[src/rtl/pbus_pkg.sv]
// Shared definitions for the pbus UART/timer target: register map, command bit positions, UART states.
// Pure declarations; no timing or flow control of its own.
package pbus_pkg;

    localparam logic [7:0] REG_TXDATA = 8'h00;
    localparam logic [7:0] REG_STATUS = 8'h04;
    localparam logic [7:0] REG_BAUD   = 8'h08;
    localparam logic [7:0] REG_TIMER  = 8'h0C;

    localparam int PBUS_REQ_BIT = 31;
    localparam int PBUS_WR_BIT  = 8;
    localparam int PBUS_ERR_BIT = 30;

    typedef enum logic [1:0] {
        IDLE,
        START,
        DATA,
        STOP
    } uart_state_t;

    // A programmed divisor of zero behaves as one cycle per bit.
    function automatic logic [15:0] eff_div(input logic [15:0] div);
        return (div == 16'd0) ? 16'd1 : div;
    endfunction

endpackage

[src/rtl/pbus_byte_fifo.sv]
// Byte FIFO with circular pointers and a count register; dout shows the head combinationally.
// Push on full is dropped unless a pop happens in the same cycle; pop on empty is ignored.
module pbus_byte_fifo #(
    parameter int DEPTH = 4,
    parameter int AW    = $clog2(DEPTH)
) (
    input  logic          clk,
    input  logic          rst,
    input  logic          push,
    input  logic          pop,
    input  logic [7:0]    din,
    output logic [7:0]    dout,
    output logic          full,
    output logic          empty,
    output logic [AW:0]   count
);

    localparam int CW = AW + 1;

    logic [7:0]    r_mem [DEPTH];
    logic [AW-1:0] r_wptr;
    logic [AW-1:0] r_rptr;
    logic [AW:0]   r_count;
    logic          w_do_push;
    logic          w_do_pop;

    assign full      = (r_count == CW'(DEPTH));
    assign empty     = (r_count == '0);
    assign count     = r_count;
    assign dout      = r_mem[r_rptr];
    assign w_do_pop  = pop && !empty;
    assign w_do_push = push && (!full || w_do_pop);

    always_ff @(posedge clk) begin
        if (w_do_push) begin
            r_mem[r_wptr] <= din;
        end
    end

    always_ff @(posedge clk) begin
        if (rst) begin
            r_wptr  <= '0;
            r_rptr  <= '0;
            r_count <= '0;
        end else begin
            if (w_do_push) begin
                r_wptr <= r_wptr + AW'(1);
            end
            if (w_do_pop) begin
                r_rptr <= r_rptr + AW'(1);
            end
            case ({w_do_push, w_do_pop})
                2'b10:   r_count <= r_count + CW'(1);
                2'b01:   r_count <= r_count - CW'(1);
                default: r_count <= r_count;
            endcase
        end
    end

endmodule

[src/rtl/pbus_uart_timer.sv]
// Toggle-handshake pbus target: UART 8N1 transmitter behind a byte FIFO plus a free-running 30-bit timer.
// Each req toggle is executed and acked one clk later; TX bytes that find the FIFO full are dropped and flagged.
module pbus_uart_timer
    import pbus_pkg::*;
#(
    parameter int          FIFO_DEPTH = 4,
    parameter logic [15:0] DIV_RESET  = 16'd868
) (
    input  logic        clk,
    input  logic        rst,
    input  logic [31:0] pbus_addr,
    input  logic [31:0] pbus_wdata,
    output logic [31:0] pbus_rdata,
    output logic        uart_txd
);

    localparam int AW = $clog2(FIFO_DEPTH);

    logic [31:0]  r_rdata;
    logic         r_ovf;
    logic [15:0]  r_div;
    logic [29:0]  r_timer;
    uart_state_t  r_state;
    logic         r_txd;
    logic [15:0]  r_cnt;
    logic [15:0]  r_frame_div;
    logic [2:0]   r_bit;
    logic [7:0]   r_shift;

    logic         w_cmd;
    logic         w_wr;
    logic [7:0]   w_off;
    logic         w_push;
    logic         w_pop;
    logic         w_full;
    logic         w_empty;
    logic [AW:0]  w_count;
    logic [2:0]   w_cnt3;
    logic [7:0]   w_fifo_dout;
    logic         w_tx_busy;
    logic         w_err;
    logic [29:0]  w_rd;
    logic         w_unused;

    assign w_cmd     = (pbus_addr[PBUS_REQ_BIT] != r_rdata[PBUS_REQ_BIT]);
    assign w_wr      = pbus_addr[PBUS_WR_BIT];
    assign w_off     = pbus_addr[7:0];
    assign w_pop     = (r_state == IDLE) && !w_empty;
    assign w_push    = w_cmd && w_wr && (w_off == REG_TXDATA) && (!w_full || w_pop);
    assign w_cnt3    = 3'(w_count);
    assign w_tx_busy = (r_state != IDLE) || !w_empty;
    assign w_unused  = ^{pbus_addr[30:9], pbus_wdata[31:16]};

    assign pbus_rdata = r_rdata;
    assign uart_txd   = r_txd;

    pbus_byte_fifo #(
        .DEPTH (FIFO_DEPTH)
    ) u_fifo (
        .clk   (clk),
        .rst   (rst),
        .push  (w_push),
        .pop   (w_pop),
        .din   (pbus_wdata[7:0]),
        .dout  (w_fifo_dout),
        .full  (w_full),
        .empty (w_empty),
        .count (w_count)
    );

    // Write responses carry no data; only readable registers return a value.
    always_comb begin
        w_err = 1'b0;
        w_rd  = '0;
        case (w_off)
            REG_TXDATA: w_rd = '0;
            REG_STATUS: if (!w_wr) w_rd = {25'd0, r_ovf, w_tx_busy, w_cnt3};
            REG_BAUD:   if (!w_wr) w_rd = {14'd0, r_div};
            REG_TIMER:  if (!w_wr) w_rd = r_timer;
            default:    w_err = 1'b1;
        endcase
    end

    always_ff @(posedge clk) begin
        if (rst) begin
            r_rdata <= '0;
            r_ovf   <= 1'b0;
            r_div   <= DIV_RESET;
        end else if (w_cmd) begin
            r_rdata <= {~r_rdata[PBUS_REQ_BIT], w_err, w_rd};
            if (w_wr) begin
                case (w_off)
                    REG_TXDATA: if (w_full && !w_pop) r_ovf <= 1'b1;
                    REG_STATUS: if (pbus_wdata[0]) r_ovf <= 1'b0;
                    REG_BAUD:   r_div <= pbus_wdata[15:0];
                    default:    ;
                endcase
            end
        end
    end

    always_ff @(posedge clk) begin
        if (rst) begin
            r_timer <= '0;
        end else if (w_cmd && w_wr && (w_off == REG_TIMER)) begin
            r_timer <= '0;
        end else begin
            r_timer <= r_timer + 30'd1;
        end
    end

    // Divisor is captured at frame start so BAUD writes only affect later frames.
    always_ff @(posedge clk) begin
        if (rst) begin
            r_state     <= IDLE;
            r_txd       <= 1'b1;
            r_cnt       <= '0;
            r_frame_div <= 16'd1;
            r_bit       <= '0;
            r_shift     <= '0;
        end else begin
            case (r_state)
                IDLE: begin
                    if (!w_empty) begin
                        r_frame_div <= eff_div(r_div);
                        r_cnt       <= eff_div(r_div) - 16'd1;
                        r_shift     <= w_fifo_dout;
                        r_txd       <= 1'b0;
                        r_state     <= START;
                    end
                end
                START: begin
                    if (r_cnt == 16'd0) begin
                        r_cnt   <= r_frame_div - 16'd1;
                        r_bit   <= '0;
                        r_txd   <= r_shift[0];
                        r_state <= DATA;
                    end else begin
                        r_cnt <= r_cnt - 16'd1;
                    end
                end
                DATA: begin
                    if (r_cnt == 16'd0) begin
                        r_cnt <= r_frame_div - 16'd1;
                        if (r_bit == 3'd7) begin
                            r_txd   <= 1'b1;
                            r_state <= STOP;
                        end else begin
                            r_bit   <= r_bit + 3'd1;
                            r_shift <= {1'b0, r_shift[7:1]};
                            r_txd   <= r_shift[1];
                        end
                    end else begin
                        r_cnt <= r_cnt - 16'd1;
                    end
                end
                STOP: begin
                    if (r_cnt == 16'd0) begin
                        r_state <= IDLE;
                    end else begin
                        r_cnt <= r_cnt - 16'd1;
                    end
                end
                default: r_state <= IDLE;
            endcase
        end
    end

endmodule

[config.mk]
export PLATFORM = sky130hd
export DESIGN_NAME = pbus_uart_timer
export DESIGN_NICKNAME = d
export VERILOG_FILES = /design/src/rtl/pbus_pkg.sv /design/src/rtl/pbus_byte_fifo.sv /design/src/rtl/pbus_uart_timer.sv
export SDC_FILE = /design/constraint.sdc
export NUM_CORES = 1
export LEC_CHECK = 0
export ABC_CLOCK_PERIOD_IN_PS = 4800
export CORE_AREA = 3 3 124 126
export DETAILED_ROUTE_END_ITERATION = 12
export DIE_AREA = 0 0 127 129
export HOLD_SLACK_MARGIN = 0.1
export PLACE_DENSITY = 0.76
export SLEW_MARGIN = 0
export SYNTH_ARGS = -nofsm -noshare
export SYNTH_HDL_FRONTEND = slang
export SYNTH_HIERARCHICAL = 1
export SYNTH_SLANG_ARGS = --single-unit
[constraint.sdc]
create_clock -name clk -period 4.8 [get_ports clk]
set_clock_uncertainty 0.05 [all_clocks]
set_input_delay 1.2 -clock clk [delete_from_list [all_inputs] [get_ports clk]]
set_output_delay 1.2 -clock clk [all_outputs]
set_load 0.03 [all_outputs]
==> flow_summary.ini <==
[critical_path]
critPathRequiredTime_ps = 5100
end_kind = flip-flop
start_kind = input port
reg2reg_depth = 13
timing.rr.end = u_fifo/count[2]
crit_type = in -> reg
worstPathMaxFanout = 2
worstPathArrival_ps = 4360
rr_startpoint = u_fifo/count[1]
r2r_setup_slack_ps = 1370

[floorplanning]
start_util_pct = 55.6
pin_count = 99
die_y_um = 129
die_area_mm2 = 0.0164
fp.dieW_um = 127
coreArea_mm2 = 0.0144
fp-row-count = 44

[clocking]
cts-root-buf = clkbuf_16
cts_tree = yes
cts_resized = 0
post-cts-setup-buffer-count = 0
clkLatencyLatePin_ps = 430
htreeDepth = 4
clkTransAtPathRegs_ps = 60
numCtsBuffers = 17
postCtsHoldBufs = 0
clk_path_buf_depth = 2
cts.sinks = 166

[cells_and_area]
num-nets-final = 984
fin_area_mm2 = 0.00931
final_cell_mix = 134 x dfxtp_1, 106 x nor2_1, 106 x nand2_1
multi_input_area_mm2 = 0.00406
antenna_cells = 0
fill_cells = 1189
drive_above_1_share_pct = 9.63
final_common_cell = dfxtp_1
register_area_mm2 = 0.00364
area_growth_pct = 16.1

[hold_path]
hold_path_end = r_bit[1]
hp-class = reg -> reg
hold_path_depth = 2
hold_start = r_bit[1]

[logic_synthesis]
syn_area_mm2 = 0.00802
netlist.area_leader.share_pct = 33.5
yosys_warnings = 6
synth_cells = 865
post_synth_main_area_contributors = dfxtp_1 33%, edfxtp_1 12%, nand2_1 5.0%
yosys.area.top_type = dfxtp_1
synthFlopType = dfxtp_1
synthArstFlopShare_pct = 0
yosysSeqAreaShare_pct = 45.4
synth_nets = 948
synth_edf_count = 32
syn_avg_cell_area_um2 = 9.27
synth.distinct_cells = 72
yosys_register_bits = 166

[route]
drc = 0
drt_iter0_markers = 465
num_vias = 6324
dr.pass1.iters = 5
ant_nets = 0
viasPerCell = 5.76
post_drt_wl_per_cell_um = 16.6
wirelength_um = 18200

[placement]
dp_hpwl_um = 12500
place_ws_ps = 298
portBuffers = 60
dpl-instance-area_mm2 = 0.00867
routabilityCongestion = 0.859

[power_and_ir_drop]
peakVddDrop_uv = 296
cellLeakagePower_nw = 3.32
power_density_mw_per_mm2 = 410

[sta]
post-route-worst-setup-slack_ps = 743
min_period_ps = 4060
slew_headroom_pct = 47.1
maxSlewViolCount = 0
fin_tns_setup_ps = 0
clock.fmax_mhz = 246
hold_viol_final = 0
fin_crit_sh_pct = 84.5
finalSetupViolCount = 0
grt_setup_unrepaired = no
worst_slew_pin_slew_ps = 794

[grt]
grt_overflow_total = 0
grt_pass1_wl_um = 30400
antenna_found_initial = 0
grt_pass1_vias = 6110
track_usage_pct = 23.1
grt_max_degree = 60

[status]
outcome = finished clean

[job]
drv_cap = 0
worst max-delay path by stage:
stage / endpoint / cells after the start / slack, ps / startpoint
floorplan: u_fifo/count[2] / 12 / 780 / pbus_addr[1]
global placement: u_fifo/count[2] / 13 / 320 / pbus_addr[1]
detailed placement: u_fifo/count[2] / 13 / 300 / pbus_addr[1]
CTS: u_fifo/count[2] / 13 / 730 / pbus_addr[1]
global route: u_fifo/count[2] / 13 / 510 / pbus_addr[1]
finish: u_fifo/count[2] / 13 / 740 / pbus_addr[1]
cells in the mapped netlist, drive strengths merged, types with 12 or more instances:
library cell  count
edfxtp           32
ha               16
xnor2            34
a211oi           12
dfxtp           134
buf              12
nand2           106
inv              23
a22oi            31
mux2             19
o21ai            22
clkbuf           39
xor2             30
mux2i            16
nor4             12
nand3            18
nor2            106
nor3             34
a21oi            50
logic make-up (layout without fill, tap and decap cells):
logic type	count (synthesis)	in the layout	share of synthesized area, %
flip-flops	166	166	45.4
multiplexers	43	43	6.96
AND/OR/NAND/NOR	351	351	21.2
AO/OA/AOI/OAI	150	150	12.6
XOR/XNOR	64	64	6.99
adder cells (fa/ha/maj)	17	17	2.75
buffers and inverters	74	123	4.07
final cells by class:
| class | instances | area share [%] |
|---|---|---|
| inverter | 23 | 0.928 |
| tap | 184 | 2.47 |
| clock inverter | 6 | 1.21 |
| clock buffer | 26 | 5.59 |
| timing repair buffer | 68 | 7.07 |
| sequential | 166 | 39.1 |
| multi-input combinational | 625 | 43.6 |
registers in the layout (all words and copies together) (netlist names), 3 cells and up, named ones only:
signal,cells
pbus_rdata,32
r_div,16
r_cnt,16
r_frame_div,16
r_bit,3
r_timer,30
u_fifo/count,3
u_fifo/r_mem,32
r_shift,8
per-layer routing:
metal	global-route usage, %	part of all wire [%]	routed length (um)
met4	9.59	2.5	454
met2	38.0	48	8680
met3	5.94	5.1	934
met5	0	0	0
met1	29.1	45	8150
critical path: stages:
cell	delay (ps)
clkdlybuf4s50_1	390
or4_1	530
nor4_2	240
nand2_1	120
a2111oi_0	450
a21boi_2	270
inv_1	60
ha_1	220
inv_1	70
fa_1	180
xor2_1	70
or3_2	400
a21oi_1	140
stage by stage:
step | total power, W | utilization, % | hold WS (ps) | instances
final | 0.00381 | 64.5 | 406 | 1098
after global routing | 0.00398 | 64.5 | 425 | 1098
after CTS | 0.00383 | 64.5 | 409 | 1098
after detailed placement | 0.00239 | 60.1 | 400 | 1066
after global placement | 0.00238 | 60.1 | 395 | 1066
after floorplan | 0.00226 | - | 379 | 865
power by group:
group	leakage, nW	internal [W]	total (W)	switching, W
Clock	0.310	0.000908	0.00144	0.000530
Combinational	1.64	0.000342	0.000869	0.000527
Sequential	1.37	0.00146	0.00151	0.0000438
No activity file was read; power rests on OpenSTA's default activity.
